### config.mk
export PLATFORM = sky130hd
export DESIGN_NAME = seg_scan_ctrl_flat
export DESIGN_NICKNAME = d
export VERILOG_FILES = /design/src/rtl/seg_scan_ctrl_if.sv /design/src/rtl/seg_scan_ctrl.sv /design/src/flat_wrapper.sv
export SDC_FILE = /design/constraint.sdc
export NUM_CORES = 1
export LEC_CHECK = 0
export CAP_MARGIN = 25
export CORE_UTILIZATION = 46
export CTS_BUF_LIST = sky130_fd_sc_hd__clkbuf_8 sky130_fd_sc_hd__clkbuf_16
export DETAILED_ROUTE_END_ITERATION = 7
export PLACE_DENSITY = 0.75
export SLEW_MARGIN = 20
export SYNTH_ARGS = -nofsm -noshare
export SYNTH_HDL_FRONTEND = slang
export SYNTH_SLANG_ARGS = --single-unit
### constraint.sdc
create_clock -name clk_i -period 2.2 [get_ports clk_i]
set_input_delay 0.44 -clock clk_i [delete_from_list [all_inputs] [get_ports clk_i]]
set_output_delay 0.44 -clock clk_i [all_outputs]
set_load 0.01 [all_outputs]
### src/rtl/seg_scan_ctrl_if.sv
// Display-word handshake between an upstream producer and seg_scan_ctrl.
//   din        new display word (packed digits, digit i at [M*i +: M])
//   din_valid  din is valid this cycle
//   din_ready  consumer can take a word this cycle
// master = producer side, slave = seg_scan_ctrl side.
interface seg_scan_ctrl_if #(
    parameter int unsigned W = 16
);
    logic [W-1:0] din;
    logic         din_valid;
    logic         din_ready;

    modport master (output din, output din_valid, input din_ready);
    modport slave  (input din, input din_valid, output din_ready);
endinterface

### src/rtl/seg_scan_ctrl.sv
// Scan controller for a multiplexed seven-segment display. Drives the select and
// packed data bus of a 2**S-to-1 digit mux, generates per-digit anode enables with a
// blank interval at the start of every slot, and swaps in new display words only at
// frame boundaries.
// Ports:
//   clk_i          clock, rising edge
//   rst_i          synchronous active-high reset
//   en_i           scan enable; low = dark, scan position cleared
//   digit_en_i     per-digit mask; 0 = digit dark in its slot
//   din_if         display-word handshake (slave side)
//   disp_data_o    active display word to the mux data input
//   sel_o          current digit index to the mux select
//   an_o           anode drive, one-hot when driving, polarity per AN_LO
//   seg_blank_o    high when no anode is driven
//   frame_start_o  one-cycle pulse on the first cycle of slot 0
module seg_scan_ctrl #(
    parameter int unsigned S     = 2,
    parameter int unsigned M     = 4,
    parameter int unsigned DIV   = 50000,
    parameter int unsigned BLANK = 1000,
    parameter bit          AN_LO = 1'b1
) (
    input  logic              clk_i,
    input  logic              rst_i,
    input  logic              en_i,
    input  logic [2**S-1:0]   digit_en_i,
    seg_scan_ctrl_if.slave    din_if,
    output logic [M*2**S-1:0] disp_data_o,
    output logic [S-1:0]      sel_o,
    output logic [2**S-1:0]   an_o,
    output logic              seg_blank_o,
    output logic              frame_start_o
);
    localparam int unsigned N  = 2**S;
    localparam int unsigned W  = M * N;
    localparam int unsigned CW = $clog2(DIV);
    localparam logic [N-1:0] AnOff = AN_LO ? {N{1'b1}} : {N{1'b0}};

    typedef enum logic [1:0] {StIdle, StBlank, StDrive} state_e;

    // With no blank interval every slot starts straight in DRIVE.
    localparam state_e StFirst = (BLANK == 0) ? StDrive : StBlank;

    state_e        state_q, state_d;
    logic [CW-1:0] cnt_q, cnt_d;
    logic [S-1:0]  sel_q, sel_d;
    logic          fs_d;
    logic [N-1:0]  an_q, an_d;
    logic          blank_q, drive_d;
    logic          fs_q;
    logic          pending_q;
    logic [W-1:0]  shadow_q, disp_q;
    logic [N-1:0]  onehot;
    logic          accept;

    assign accept = din_if.din_valid && !pending_q;
    assign din_if.din_ready = !pending_q;

    always_comb begin
        state_d = state_q;
        cnt_d   = cnt_q;
        sel_d   = sel_q;
        fs_d    = 1'b0;
        if (!en_i) begin
            state_d = StIdle;
            cnt_d   = '0;
            sel_d   = '0;
        end else begin
            case (state_q)
                StIdle: begin
                    state_d = StFirst;
                    cnt_d   = '0;
                    sel_d   = '0;
                    fs_d    = 1'b1;
                end
                default: begin
                    if (cnt_q == CW'(DIV - 1)) begin
                        cnt_d   = '0;
                        sel_d   = sel_q + 1'b1;
                        state_d = StFirst;
                        // Wrap from the last digit back to 0 marks a frame boundary.
                        fs_d    = (sel_q == S'(N - 1));
                    end else begin
                        cnt_d = cnt_q + 1'b1;
                        if (state_q == StBlank && cnt_d == CW'(BLANK)) begin
                            state_d = StDrive;
                        end
                    end
                end
            endcase
        end
        // Outputs are registered from the next state so they line up with cnt/sel.
        onehot  = N'(1) << sel_d;
        drive_d = (state_d == StDrive) && digit_en_i[sel_d];
        an_d    = drive_d ? (AN_LO ? ~onehot : onehot) : AnOff;
    end

    always_ff @(posedge clk_i) begin
        if (rst_i) begin
            state_q   <= StIdle;
            cnt_q     <= '0;
            sel_q     <= '0;
            an_q      <= AnOff;
            blank_q   <= 1'b1;
            fs_q      <= 1'b0;
            pending_q <= 1'b0;
            shadow_q  <= '0;
            disp_q    <= '0;
        end else begin
            state_q <= state_d;
            cnt_q   <= cnt_d;
            sel_q   <= sel_d;
            an_q    <= an_d;
            blank_q <= !drive_d;
            fs_q    <= fs_d;
            if (fs_d && pending_q) begin
                disp_q    <= shadow_q;
                pending_q <= 1'b0;
            end
            // Accept only happens with pending clear, so it never races the swap above.
            if (accept) begin
                shadow_q  <= din_if.din;
                pending_q <= 1'b1;
            end
        end
    end

    assign disp_data_o   = disp_q;
    assign sel_o         = sel_q;
    assign an_o          = an_q;
    assign seg_blank_o   = blank_q;
    assign frame_start_o = fs_q;
endmodule

### src/flat_wrapper.sv
// flat-port wrapper written by rule: the top's interface ports become plain ports
module seg_scan_ctrl_flat 
#(
    parameter int unsigned S     = 2,
    parameter int unsigned M     = 4,
    parameter int unsigned DIV   = 50000,
    parameter int unsigned BLANK = 1000,
    parameter bit          AN_LO = 1'b1
)
  (clk_i, rst_i, en_i, digit_en_i, disp_data_o, sel_o, an_o, seg_blank_o, frame_start_o, din_if_din, din_if_din_valid, din_if_din_ready);
  seg_scan_ctrl_if #(.W(16)) din_if_i ();
  input  logic clk_i;
  input  logic rst_i;
  input  logic en_i;
  input  logic [2**S-1:0] digit_en_i;
  output logic [M*2**S-1:0] disp_data_o;
  output logic [S-1:0] sel_o;
  output logic [2**S-1:0] an_o;
  output logic seg_blank_o;
  output logic frame_start_o;
  input wire logic [$bits(din_if_i.din)-1:0] din_if_din;
  input wire logic [$bits(din_if_i.din_valid)-1:0] din_if_din_valid;
  output wire logic [$bits(din_if_i.din_ready)-1:0] din_if_din_ready;
  assign din_if_i.din = din_if_din;
  assign din_if_i.din_valid = din_if_din_valid;
  assign din_if_din_ready = din_if_i.din_ready;
  seg_scan_ctrl #(.S(S), .M(M), .DIV(DIV), .BLANK(BLANK), .AN_LO(AN_LO)) u_core (.clk_i(clk_i), .rst_i(rst_i), .en_i(en_i), .digit_en_i(digit_en_i), .din_if(din_if_i), .disp_data_o(disp_data_o), .sel_o(sel_o), .an_o(an_o), .seg_blank_o(seg_blank_o), .frame_start_o(frame_start_o));
endmodule
Yosys cells after proc, flatten, opt, wreduce, memory -nomap -nowiden
Cells that the tools add are included.
Widths: inputs -> output; s select.
Word-level totals
  bits in registers: 59
  latch bits: 0
  memory bits (writable): 0
  bits in read-only memories: 0
  input port bits: 24
  word-level logic and storage cells: 45
  memories: 0
Operators by class
  add/sub/neg operators: 2
  multiply operators: 0
  divide/modulo/power cells: 0
  magnitude comparators: 1
  equality and inequality tests: 5
  shifts and indexed selects: 1
  multiplexer cells: 14
  bitwise operators: 3
  reductions and logical operators: 10
Operators by type and width (count)
  $add 16x1->16 const B: 1
  $eq 16x10->1 const B: 1
  $eq 16x16->1 const B: 1
  $mux 2: 7
  $mux 1: 6
  $eq 2x2->1 const B: 2
  $logic_and 1x1->1: 4
  $not 4->4: 1
  $reduce_or 4->1: 1
  $shl 1x2->4 const A: 1
  $lt 2x3->1 const B: 1
  $add 2x1->2 const B: 1
  $bmux 1 s2: 1
  $eq 2x1->1 const B: 1
  $logic_not 1->1: 2
  $logic_not 2->1: 1
  $not 1->1: 2
  $reduce_bool 2->1: 1
  $reduce_or 2->1: 1

Logic depth before layout (Yosys ltp)
Gate-level depths: netlist (run 1).
  depth in word-level cells: 11
  gate-level depth with buffers: 9

Least setup slack after synthesis (run 1)
No wires, ideal clock.
  kind: reg-to-reg
  start: register u_core.cnt_q[13]
  end: register u_core.an_q[2] (netlist: u_core.an_o[2])
  library setup time: 0.143 ns
  arrival: 2.060 ns
  required time: 2.057 ns
  slack: -0.003 ns
  cell stages (with the launch flop): 8
  path buffers: 1
  clock period less this slack: 2.203 ns
  cell sequence: dfxtp_1 -> buf_6 -> or4b_4 -> nor4_4 -> xnor2_1 -> mux2i_1 -> o31ai_1 -> o211ai_1
Between the ends
  cells in the longest elaborated chain, start to end: 11
  elaborated cells on any way between the ends: 19
Ends and longest elaborated chain
  from (decl): line seg_scan_ctrl.sv:45  | logic [CW-1:0] cnt_q, cnt_d;
  from (signal assigned): line seg_scan_ctrl.sv:111  | cnt_q <= cnt_d;
  $add 16x1->16: line seg_scan_ctrl.sv:84  | cnt_d = cnt_q + 1'b1;
  $eq 16x10->1: line seg_scan_ctrl.sv:85  | if (state_q == StBlank && cnt_d == CW'(BLANK)) begin
  $logic_and 1x1->1: line seg_scan_ctrl.sv:85
  $mux 2: line seg_scan_ctrl.sv:85
  $mux 2: line seg_scan_ctrl.sv:77  | if (cnt_q == CW'(DIV - 1)) begin
  $mux 2: line seg_scan_ctrl.sv:69  | case (state_q)
  $mux 2: line seg_scan_ctrl.sv:64  | if (!en_i) begin
  $eq 2x2->1: line seg_scan_ctrl.sv:94  | drive_d = (state_d == StDrive) && digit_en_i[sel_d];
  $logic_and 1x1->1: line seg_scan_ctrl.sv:94
  $not 1->1 (no source line)
  $reduce_or 2->1 (no source line)
  to (signal assigned): line seg_scan_ctrl.sv:103  | an_q <= AnOff;
  to (signal assigned): line seg_scan_ctrl.sv:113  | an_q <= an_d;
  to (decl): line seg_scan_ctrl.sv:48  | logic [N-1:0] an_q, an_d;
Several ways; a longest one is shown, not always the timed one. The select of a mux whose other input is x is not followed.
A chain may end at the register's enable or synchronous reset.

Final worst setup path (run 1)
  start: register u_core.cnt_q[0]
  end: register u_core.an_q[2] (netlist: u_core.an_o[2])
The elaborated chain is that of the path after synthesis.

==> results of run 1 <==
-- layout make-up --
cell class | count | area (sq um) | area share, %
Timing Repair Buffer | 68 | 643.1 | 18.90
Sequential cell | 59 | 1186 | 34.87
Inverter | 2 | 7.507 | 0.2207
Tap cell | 70 | 87.58 | 2.574
Multi-Input combinational cell | 210 | 1287 | 37.84
Clock buffer | 12 | 165.2 | 4.855
Clock inverter | 4 | 25.02 | 0.7356
-- cell usage in the layout (no fill, tap or decap), drive strengths merged, types with 2 or more instances in the layout --
| cell type | Yosys | routed |
|---|---|---|
| nor2b | 3 | 3 |
| nor2 | 44 | 44 |
| nand2 | 50 | 50 |
| clkdlybuf4s50 | 0 | 48 |
| or2 | 2 | 2 |
| dfxtp | 59 | 59 |
| o211ai | 3 | 3 |
| and2 | 2 | 2 |
| nand3 | 9 | 9 |
| nand4 | 3 | 3 |
| nor4 | 3 | 3 |
| nor3 | 8 | 8 |
| nand4bb | 2 | 2 |
| ha | 2 | 2 |
| and3 | 2 | 2 |
| inv | 2 | 3 |
| buf | 6 | 20 |
| a21oi | 18 | 18 |
| mux2i | 19 | 19 |
| or4b | 2 | 2 |
| clkinv | 0 | 2 |
| nand4b | 2 | 2 |
| xor2 | 4 | 4 |
| o21ai | 2 | 2 |
| clkbuf | 9 | 12 |
| xnor2 | 13 | 13 |
-- metal layers --
layer,GRT usage [%],routed length (um),vias to the layer above
li1,-,-,1098
met1,26.45,2611,1035
met2,32.34,2590,53
met3,4.311,216,8
met4,10.96,108,0
met5,0,0,-
-- Yosys cell counts (all sizes together), types with 2 or more instances --
cell type  instances  area [sq um]
dfxtp             59          1181
nand2             50         187.7
nor2              44         181.4
mux2i             19         190.2
a21oi             18         93.84
xnor2             13         113.9
clkbuf             9         33.78
nand3              9         50.05
nor3               8         40.04
buf                6         52.55
xor2               4         35.03
nand4              3         18.77
nor2b              3         18.77
nor4               3         33.78
o211ai             3         22.52
and2               2         12.51
and3               2         12.51
ha                 2         25.02
inv                2         7.510
nand4b             2         17.52
nand4bb            2         22.52
o21ai              2         10.00
or2                2         12.51
or4b               2         23.77
-- power groups by stage --
stage | clock (mW) | combinational, mW | sequential, mW
2_1_floorplan | 0 | 0.0798 | 1.13
4_1_cts | 0.921 | 0.161 | 1.11
3_3_place_gp | 0 | 0.158 | 1.13
3_5_place_dp | 0 | 0.160 | 1.13
6_report | 0.905 | 0.159 | 1.11
5_1_grt | 0.985 | 0.174 | 1.11
-- worst max-delay path, cell delays in order, from the launching register on --
cell      delay, ps
dfxtp_2         390
ha_2            220
nand3_2         150
nor4_4          270
buf_4           190
mux2_2          350
a31oi_1         230
o31ai_2         130
o211ai_1        100
-- stage by stage --
stage	hold WS, ps	power [mW]
CTS	455.9	2.189
finish	455.1	2.171
floorplan	436.0	1.210
global route	477.9	2.269
global placement	442.2	1.288
detailed placement	446.9	1.291
-- state kept, by name, indices dropped and copies added (netlist names) --
| register | flops |
|---|---|
| u_core.an_o | 4 |
| u_core.cnt_q | 16 |
| u_core.disp_data_o | 16 |
| u_core.frame_start_o | 1 |
| u_core.pending_q | 1 |
| u_core.seg_blank_o | 1 |
| u_core.sel_o | 2 |
| u_core.shadow_q | 16 |
| u_core.state_q | 2 |
-- cells by family after synthesis --
logic type | after synthesis | share of synthesized area, %
AOI/OAI and AO/OA | 31 | 7.506
DFF | 59 | 46.62
adders and majority gates | 2 | 0.9875
and+or+nand+nor | 140 | 27.36
buffers and inverters | 17 | 3.704
xor gates and xnor gates | 17 | 5.876
muxes | 20 | 7.950
-- final timing paths --
check / end / slack, ps
max: u_core.an_o[2] / 90
min: u_core.shadow_q[7] / 460
max reg2reg: u_core.an_o[2] / 90
min reg2reg: u_core.shadow_q[7] / 460
-- what timing repair did --
action | in CTS | in global routing
endpoints found under the setup margin | 2 | 15
buffers inserted | 0 | 1
endpoints found under the hold margin | 0 | 0
gates resized for setup | 3 | 7
pin swaps | 1 | 5
==> reports/results.ini, run 1 <==
[outcome]
status=completed

[timing]
finalClockSkew_ps=8.099
slew_viol_final=0
setup_violations=0
fin_setup_tns_ps=0
final_hold_viol_count=0
worstMarginPinSlew_ps=580.3
fin_crit_sh_pct=95.71
relSlewSlack_pct=61.31
finalWorstSetupSlack_ps=94.40
fin_crit_ps=2106
fmax_mhz=474.9

[synthesis]
syn_nets=312
async_reset_ff_share_pct=0
synth_cell_types=51
syn_area_sq_um=2534
synth_ff_type=dfxtp_1
synth-seq-cells=59
synth_edf_count=0
ys_warn_count=0
syn_area_per_cell_sq_um=8.859
synthCells=286
ys_seq_area_share_pct=46.62

[hold_path]
hp-class=reg2reg
hold_start=u_core.shadow_q[7]
worstHoldPathCells=2

[critical_path]
crit_path_start=u_core.cnt_q[0]
crit_arrival_ps=2350
r2r-start=u_core.cnt_q[0]
worst_setup_path_end_kind=flop
setup.worst_path.start_class=flop
worstRegToRegCells=8
worst-path-max-fanout=7
required_ps=2450
path_class=reg2reg

[global_routing]
grt_first_pass_wirelength_mm=9.494
grt_max_degree=37
grt_pass1_vias=2037
grt_overflow_total=0
grtUsageTotal_pct=20.58
antenna_found_initial=0

[layout]
design_area_sq_um=3402
nets=376
layout-drive-gt1-share_pct=15.21
fill_cells=432
antenna_cells=0
area_delta_synth_final_pct=34.27
utilization_pct=65.36
final_cells=425

[floorplanning]
io_pins=49
fp.dieW_um=76.22
core_area_sq_um=5205
die_h_um=76.22
initial_core_util_pct=48.68
fp-row-count=26
dieArea_sq_um=5809

[placed_design]
place_ws_ps=-0.7374
hpwl_mm=3.798
dpl_cell_area_sq_um=3176
placed_cells=408
gp_congestion=0.8821
portBuffers=48

[pwr]
p_sw_share_pct=22.91
power_density_nw_per_um2=638.2
internal-power_mw=1.674
p_sw_mw=0.4973
leakage_nw=1.207
p_comb_share_pct=7.3
clkPwrFrac_pct=41.7
vdd_drop_max_mv=0.4951
p_seq_share_pct=51.0

[route]
ant_nets=0
avgRoutedWirePerCell_um=13.00
drt_iter0_drc=155
num_vias=2194
drc_errors=0
via_per_inst=5.162
drt_pass1_iterations=4
wirelength_mm=5.527

[clocking]
cts.path.max_buffers=2
h-tree-depth=3
clock-sinks=59
cts_tree=built
clk_pin_slew_ps=60
clkLatencyLatePin_ps=330
cts_hold_buffers=0
numCtsBuffers=9
clockRootBuffer=clkbuf_8

[run]
maxCapViolations=0

(Power assumes the default switching activity.)
==> run 2: changes to the inputs <==
--- a/config.mk
+++ b/config.mk
@@ -6,6 +6,7 @@
 export NUM_CORES = 1
 export LEC_CHECK = 0
 export CAP_MARGIN = 25
+export CORE_ASPECT_RATIO = 0.9
 export CORE_UTILIZATION = 46
 export CTS_BUF_LIST = sky130_fd_sc_hd__clkbuf_8 sky130_fd_sc_hd__clkbuf_16
 export DETAILED_ROUTE_END_ITERATION = 7
==> reports/results.ini, run 2 (synthesized netlist as in run 1, its figures left out) <==
[pwr]
leakage_nw=1.238  ; +2.6%
clkPwrFrac_pct=45.6  ; +3.9 points
p_sw_mw=0.5022  ; +0.98%
p_sw_share_pct=21.44  ; -1.5 points
internal-power_mw=1.841  ; +10%
p_comb_share_pct=7.2  ; about the same
p_seq_share_pct=47.2  ; -3.8 points
power_density_nw_per_um2=669.3  ; +4.9%
vdd_drop_max_mv=0.5262  ; +6.3%

[timing]
slew_viol_final=0  ; unchanged
relSlewSlack_pct=61.05  ; -0.26 points
rsz0062_at_grt=yes
fin_crit_sh_pct=97.28  ; +1.6 points
setup_violations=0  ; unchanged
hold_ws_ps=454.1  ; -1.069 ps
finalClockSkew_ps=6.318  ; -1.781 ps
worstMarginPinSlew_ps=584.2  ; +3.879 ps
fin_crit_ps=2140  ; +34.67 ps
fmax_mhz=467.2  ; -1.6%
fin_setup_tns_ps=0  ; unchanged
final_hold_viol_count=0  ; unchanged

[critical_path]
worst_setup_path_end_kind=flop
crit_family=simple AND/OR/NAND/NOR gates
crit_arrival_ps=2380  ; +30 ps
setup.worst_path.start_class=flop
path_buf_inv=1  ; unchanged
worst-path-max-fanout=6  ; -1
cpPeakStageDelay_ps=550  ; +160 ps
cp_slowest_cell=or4b_4
path_class=reg2reg
crit_chain=or4b_4 -> nor4_4 -> buf_4 -> mux2_2 -> a31oi_2 -> o31ai_4 -> o211ai_1
required_ps=2440  ; about the same

[floorplanning]
fp-row-count=25  ; -3.8%
core_area_sq_um=5286  ; +1.6%
fp.dieW_um=80.23  ; +5.3%
initial_core_util_pct=47.93  ; -0.75 points
dieArea_sq_um=5809  ; about the same
die_h_um=72.41  ; -5.0%
io_pins=49  ; unchanged

[placed_design]
portBuffers=48  ; unchanged
hpwl_mm=3.730  ; -1.8%
gp_congestion=0.8543  ; -3.2%
dpl_cell_area_sq_um=3159  ; -0.51%

[route]
drc_errors=0  ; unchanged
drt_pass1_iterations=4  ; unchanged
wirelength_mm=5.634  ; +1.9%
avgRoutedWirePerCell_um=13.26  ; +1.9%
num_vias=2188  ; -0.27%
ant_nets=0  ; unchanged
via_per_inst=5.148  ; -0.27%
drt_iter0_drc=120  ; -23%

[clocking]
clk_pin_slew_ps=70  ; about the same
cts.path.max_buffers=2  ; unchanged
clock-sinks=59  ; unchanged
numCtsBuffers=9  ; unchanged
clockRootBuffer=clkbuf_8
cts_tree=built
cts_hold_buffers=0  ; unchanged
h-tree-depth=3  ; unchanged
clkLatencyLatePin_ps=320  ; about the same

[layout]
nets=380  ; +1.1%
antenna_cells=0  ; unchanged
layout-drive-gt1-share_pct=17.04  ; +1.8 points
utilization_pct=66.22  ; +0.86 points
area_delta_synth_final_pct=38.17
final_common_cell=dfxtp_1
design_area_sq_um=3501  ; +2.9%
layout_common_cells=dfxtp_1 (54), nand2_1 (50), clkdlybuf4s50_1 (48)

[hold_path]
hp-class=reg2reg

[global_routing]
grt_max_degree=36  ; -2.7%
grtUsageTotal_pct=19.52  ; -1.1 points
grt_pass1_vias=1973  ; -3.1%
grt_first_pass_wirelength_mm=8.735  ; -8.0%
antenna_found_initial=0  ; unchanged
grt_overflow_total=0  ; unchanged

[run]
maxCapViolations=0  ; unchanged

[outcome]
status=completed

## run 2: area by class of cell
cell class	count	area (sq um)
clock buffers	10	137.6
clock inverters	5	77.57
fillers	427	1785
inverters	2	7.507
multi-input cells	210	1331
flip-flops and latches	59	1190
well taps	67	83.83
repair buffers	72	673.1
## run 2: power groups by stage
stage,Clock (mW),Combinational (mW),Sequential (mW)
global placement,0,0.155,1.13
CTS,1.09,0.158,1.11
finish,1.07,0.169,1.11
global route,1.14,0.183,1.11
floorplan,0,0.0798,1.13
detailed placement,0,0.157,1.13
## run 2: path summary, 6_finish.rpt
| check | cells after the start | start | endpoint | slack (ps) |
|---|---|---|---|---|
| max | 7 | u_core.cnt_q[12] | u_core.an_o[2] | 60 |
| min | 2 | u_core.shadow_q[12] | u_core.shadow_q[12] | 450 |
| max reg2reg | 7 | u_core.cnt_q[12] | u_core.an_o[2] | 60 |
| min reg2reg | 2 | u_core.shadow_q[12] | u_core.shadow_q[12] | 450 |
## run 2: timing repair
action                                  in CTS  in global routing
setup buffers                                0                  5
gates resized for setup                      1                 15
endpoints found under the setup margin       1                 21
pin swaps                                    2                  7
## run 2: routing by layer
layer / part of all wire [%] / up-vias / global-route usage [%] / wire length (um)
met5: 0 / - / 0 / 0
met3: 4.2 / 2 / 6.415 / 239
met4: 0.51 / 0 / 7.341 / 29
met1: 46 / 1032 / 24.04 / 2614
li1: - / 1111 / - / -
met2: 49 / 43 / 31.81 / 2750
## run 2: metrics by stage
stage / power [mW] / setup slack (ps) / std cells
2_1_floorplan: 1.210 / 1.886 / 286
3_3_place_gp: 1.285 / 46.62 / 405
3_5_place_dp: 1.288 / -2.909 / 405
4_1_cts: 2.354 / 12.60 / 420
5_1_grt: 2.431 / -50.38 / 425
6_report: 2.343 / 59.74 / 425
## run 2: worst reg2reg max path, stage by stage, from the launching register on
cell	delay (ps)
dfxtp_4	360
or4b_4	550
nor4_4	150
buf_4	190
mux2_2	360
a31oi_2	230
o31ai_4	110
o211ai_1	100
==> run 3: changes to the inputs <==
--- a/config.mk
+++ b/config.mk
@@ -11,6 +11,7 @@
 export CTS_BUF_LIST = sky130_fd_sc_hd__clkbuf_8 sky130_fd_sc_hd__clkbuf_16
 export DETAILED_ROUTE_END_ITERATION = 7
 export PLACE_DENSITY = 0.75
+export SETUP_SLACK_MARGIN = 0.3
 export SLEW_MARGIN = 20
 export SYNTH_ARGS = -nofsm -noshare
 export SYNTH_HDL_FRONTEND = slang
==> reports/results.ini, run 3 (synthesized netlist as in run 1, its figures left out) <==
[outcome]
status=completed

[placed_design]
portBuffers=48  ; unchanged
hpwl_mm=3.815  ; +2.3%
gp_congestion=0.8402  ; -1.7%
placed_cells=403  ; -0.49%

[clocking]
cts_tree=built
cts.path.max_buffers=2  ; unchanged
numCtsBuffers=9  ; unchanged
clk_pin_slew_ps=70  ; about the same
clock-sinks=59  ; unchanged
clkLatencyLatePin_ps=330  ; about the same
h-tree-depth=3  ; unchanged
clockRootBuffer=clkbuf_8
cts_hold_buffers=0  ; unchanged

[critical_path]
rrSetupSlack_ps=100  ; +40 ps
worst-path-max-fanout=4  ; -2
cp_slowest_cell=or4b_4
cpPeakStageDelay_ps=570  ; +20 ps
r2r-start=u_core.cnt_q[12]
worstRegToRegCells=7  ; unchanged
path_class=reg2reg
worst_setup_path_end_kind=flop
cpMostUsedCell=o211ai_1
crit_chain=or4b_4 -> or4_4 -> o211ai_1 -> buf_4 -> a31oi_4 -> o31ai_4 -> o211ai_1
crit_arrival_ps=2300  ; -80 ps
required_ps=2400  ; -40 ps
r2r_end=u_core.an_o[2]
setup.worst_path.start_class=flop

[pwr]
vdd_drop_max_mv=0.4212  ; -20%
power_density_nw_per_um2=602.5  ; -10%
power_mw=2.166  ; -7.6%
leakage_nw=1.262  ; +2.0%

[layout]
utilization_pct=68.00  ; +1.8 points
nets=384  ; +1.1%
layout-drive-gt1-share_pct=22.04  ; +5.0 points
final_common_cell=dfxtp_1
layout_common_cells=dfxtp_1 (51), nand2_1 (49), clkdlybuf4s50_1 (48)
area_delta_synth_final_pct=41.88
antenna_cells=0  ; unchanged
final_cells=430  ; +1.2%

[floorplanning]
fp-row-count=25  ; unchanged
die_h_um=72.41  ; unchanged
io_pins=49  ; unchanged
fp.dieW_um=80.23  ; unchanged
dieArea_sq_um=5809  ; unchanged
core_area_sq_um=5286  ; unchanged
initial_core_util_pct=47.93  ; unchanged

[timing]
setup_violations=0  ; unchanged
fmax_mhz=475.6  ; +1.8%
slew_viol_final=0  ; unchanged
hold_ws_ps=455.5  ; +1.470 ps
worstMarginPinSlew_ps=551.1  ; -33.10 ps
fin_crit_ps=2102  ; -37.84 ps
final_hold_viol_count=0  ; unchanged
rsz0062_at_grt=yes
finalClockSkew_ps=7.277  ; +0.9592 ps
relSlewSlack_pct=63.17  ; +2.1 points
fin_crit_sh_pct=95.56  ; -1.7 points

[route]
avgRoutedWirePerCell_um=13.87  ; +4.6%
drt_pass1_iterations=4  ; unchanged
drc_errors=0  ; unchanged
drt_iter0_drc=128  ; +6.7%
num_vias=2278  ; +4.1%
wirelength_mm=5.965  ; +5.9%
via_per_inst=5.298  ; +2.9%
ant_nets=0  ; unchanged

[global_routing]
grt_first_pass_wirelength_mm=9.673  ; +11%
grt_overflow_total=0  ; unchanged
antenna_found_initial=0  ; unchanged
grt_max_degree=37  ; +2.8%
grtUsageTotal_pct=21.85  ; +2.3 points
grt_pass1_vias=2107  ; +6.8%

[hold_path]
worstHoldPathCells=2  ; unchanged
hold_start=u_core.shadow_q[1]
worstHoldEndpoint=u_core.shadow_q[1]
hp-class=reg2reg

[run]
maxCapViolations=0  ; unchanged

## run 3: cell count changes in the layout (fill, tap and decap cells not counted), moves of 2 or more
cell | previous run | this run
dfxtp_1 | 54 | 51
dfxtp_4 | 1 | 3
bufinv_16 | 2 | 0
buf_6 | 0 | 3
## run 3: worst max-delay path: cells and delay by family, from the launching register on
kind	cells	cell delay, ps
flip-flops	1	320
AND/OR/NAND/NOR	2	1030
buffers and inverters	1	160
AO/OA/AOI/OAI	4	460
## run 3: cell type report
cell class / count / area (sq um)
fillers: 421 / 1692
multi-input cells: 210 / 1410
flip-flops and latches: 59 / 1199
repair buffers: 76 / 714.4
clock buffers: 11 / 151.4
well taps: 67 / 83.83
clock inverters: 5 / 28.78
inverters: 2 / 7.507
## run 3: timing repair
action	CTS	global route
endpoints found under the setup margin	41	39
gates cloned	0	0
buffers inserted	8	3
resized for setup	20	15
pin swaps	9	9
## run 3: worst max path at each step
stage	slack, ps	endpoint	from
3_3_place_gp	30	u_core.an_o[3]	u_core.cnt_q[11]
6_report	100	u_core.an_o[2]	u_core.cnt_q[12]
5_1_grt	40	u_core.an_o[2]	u_core.cnt_q[3]
2_1_floorplan	140	u_core.disp_data_o[10]	u_core.cnt_q[13]
3_5_place_dp	-40	u_core.disp_data_o[3]	u_core.cnt_q[11]
4_1_cts	100	u_core.an_o[2]	u_core.cnt_q[13]
## run 3: layer usage
layer	share of wire, %	global-route usage, %	vias to the layer above
met4	1.7	5.754	0
li1	-	-	1117
met3	4.5	7.799	10
met1	46	28.24	1098
met5	0	0	-
met2	47	34.66	53
## run 3: through the flow
step	setup TNS, ps	setup WS [ps]	cell area, sq um
finish	0	97.57	3595
global route	0	36.31	3595
CTS	0	101.8	3493
detailed placement	-305.2	-42.39	3161
global placement	0	31.56	3161
floorplan	0	140.7	2561
## run 3: report_power, final
group	internal, mW	switching, mW	leakage [nW]
logic	0.0924	0.0807	0.686
registers	1.09	0.0150	0.484
clock network	0.461	0.426	0.0925
total	1.64	0.522	1.26
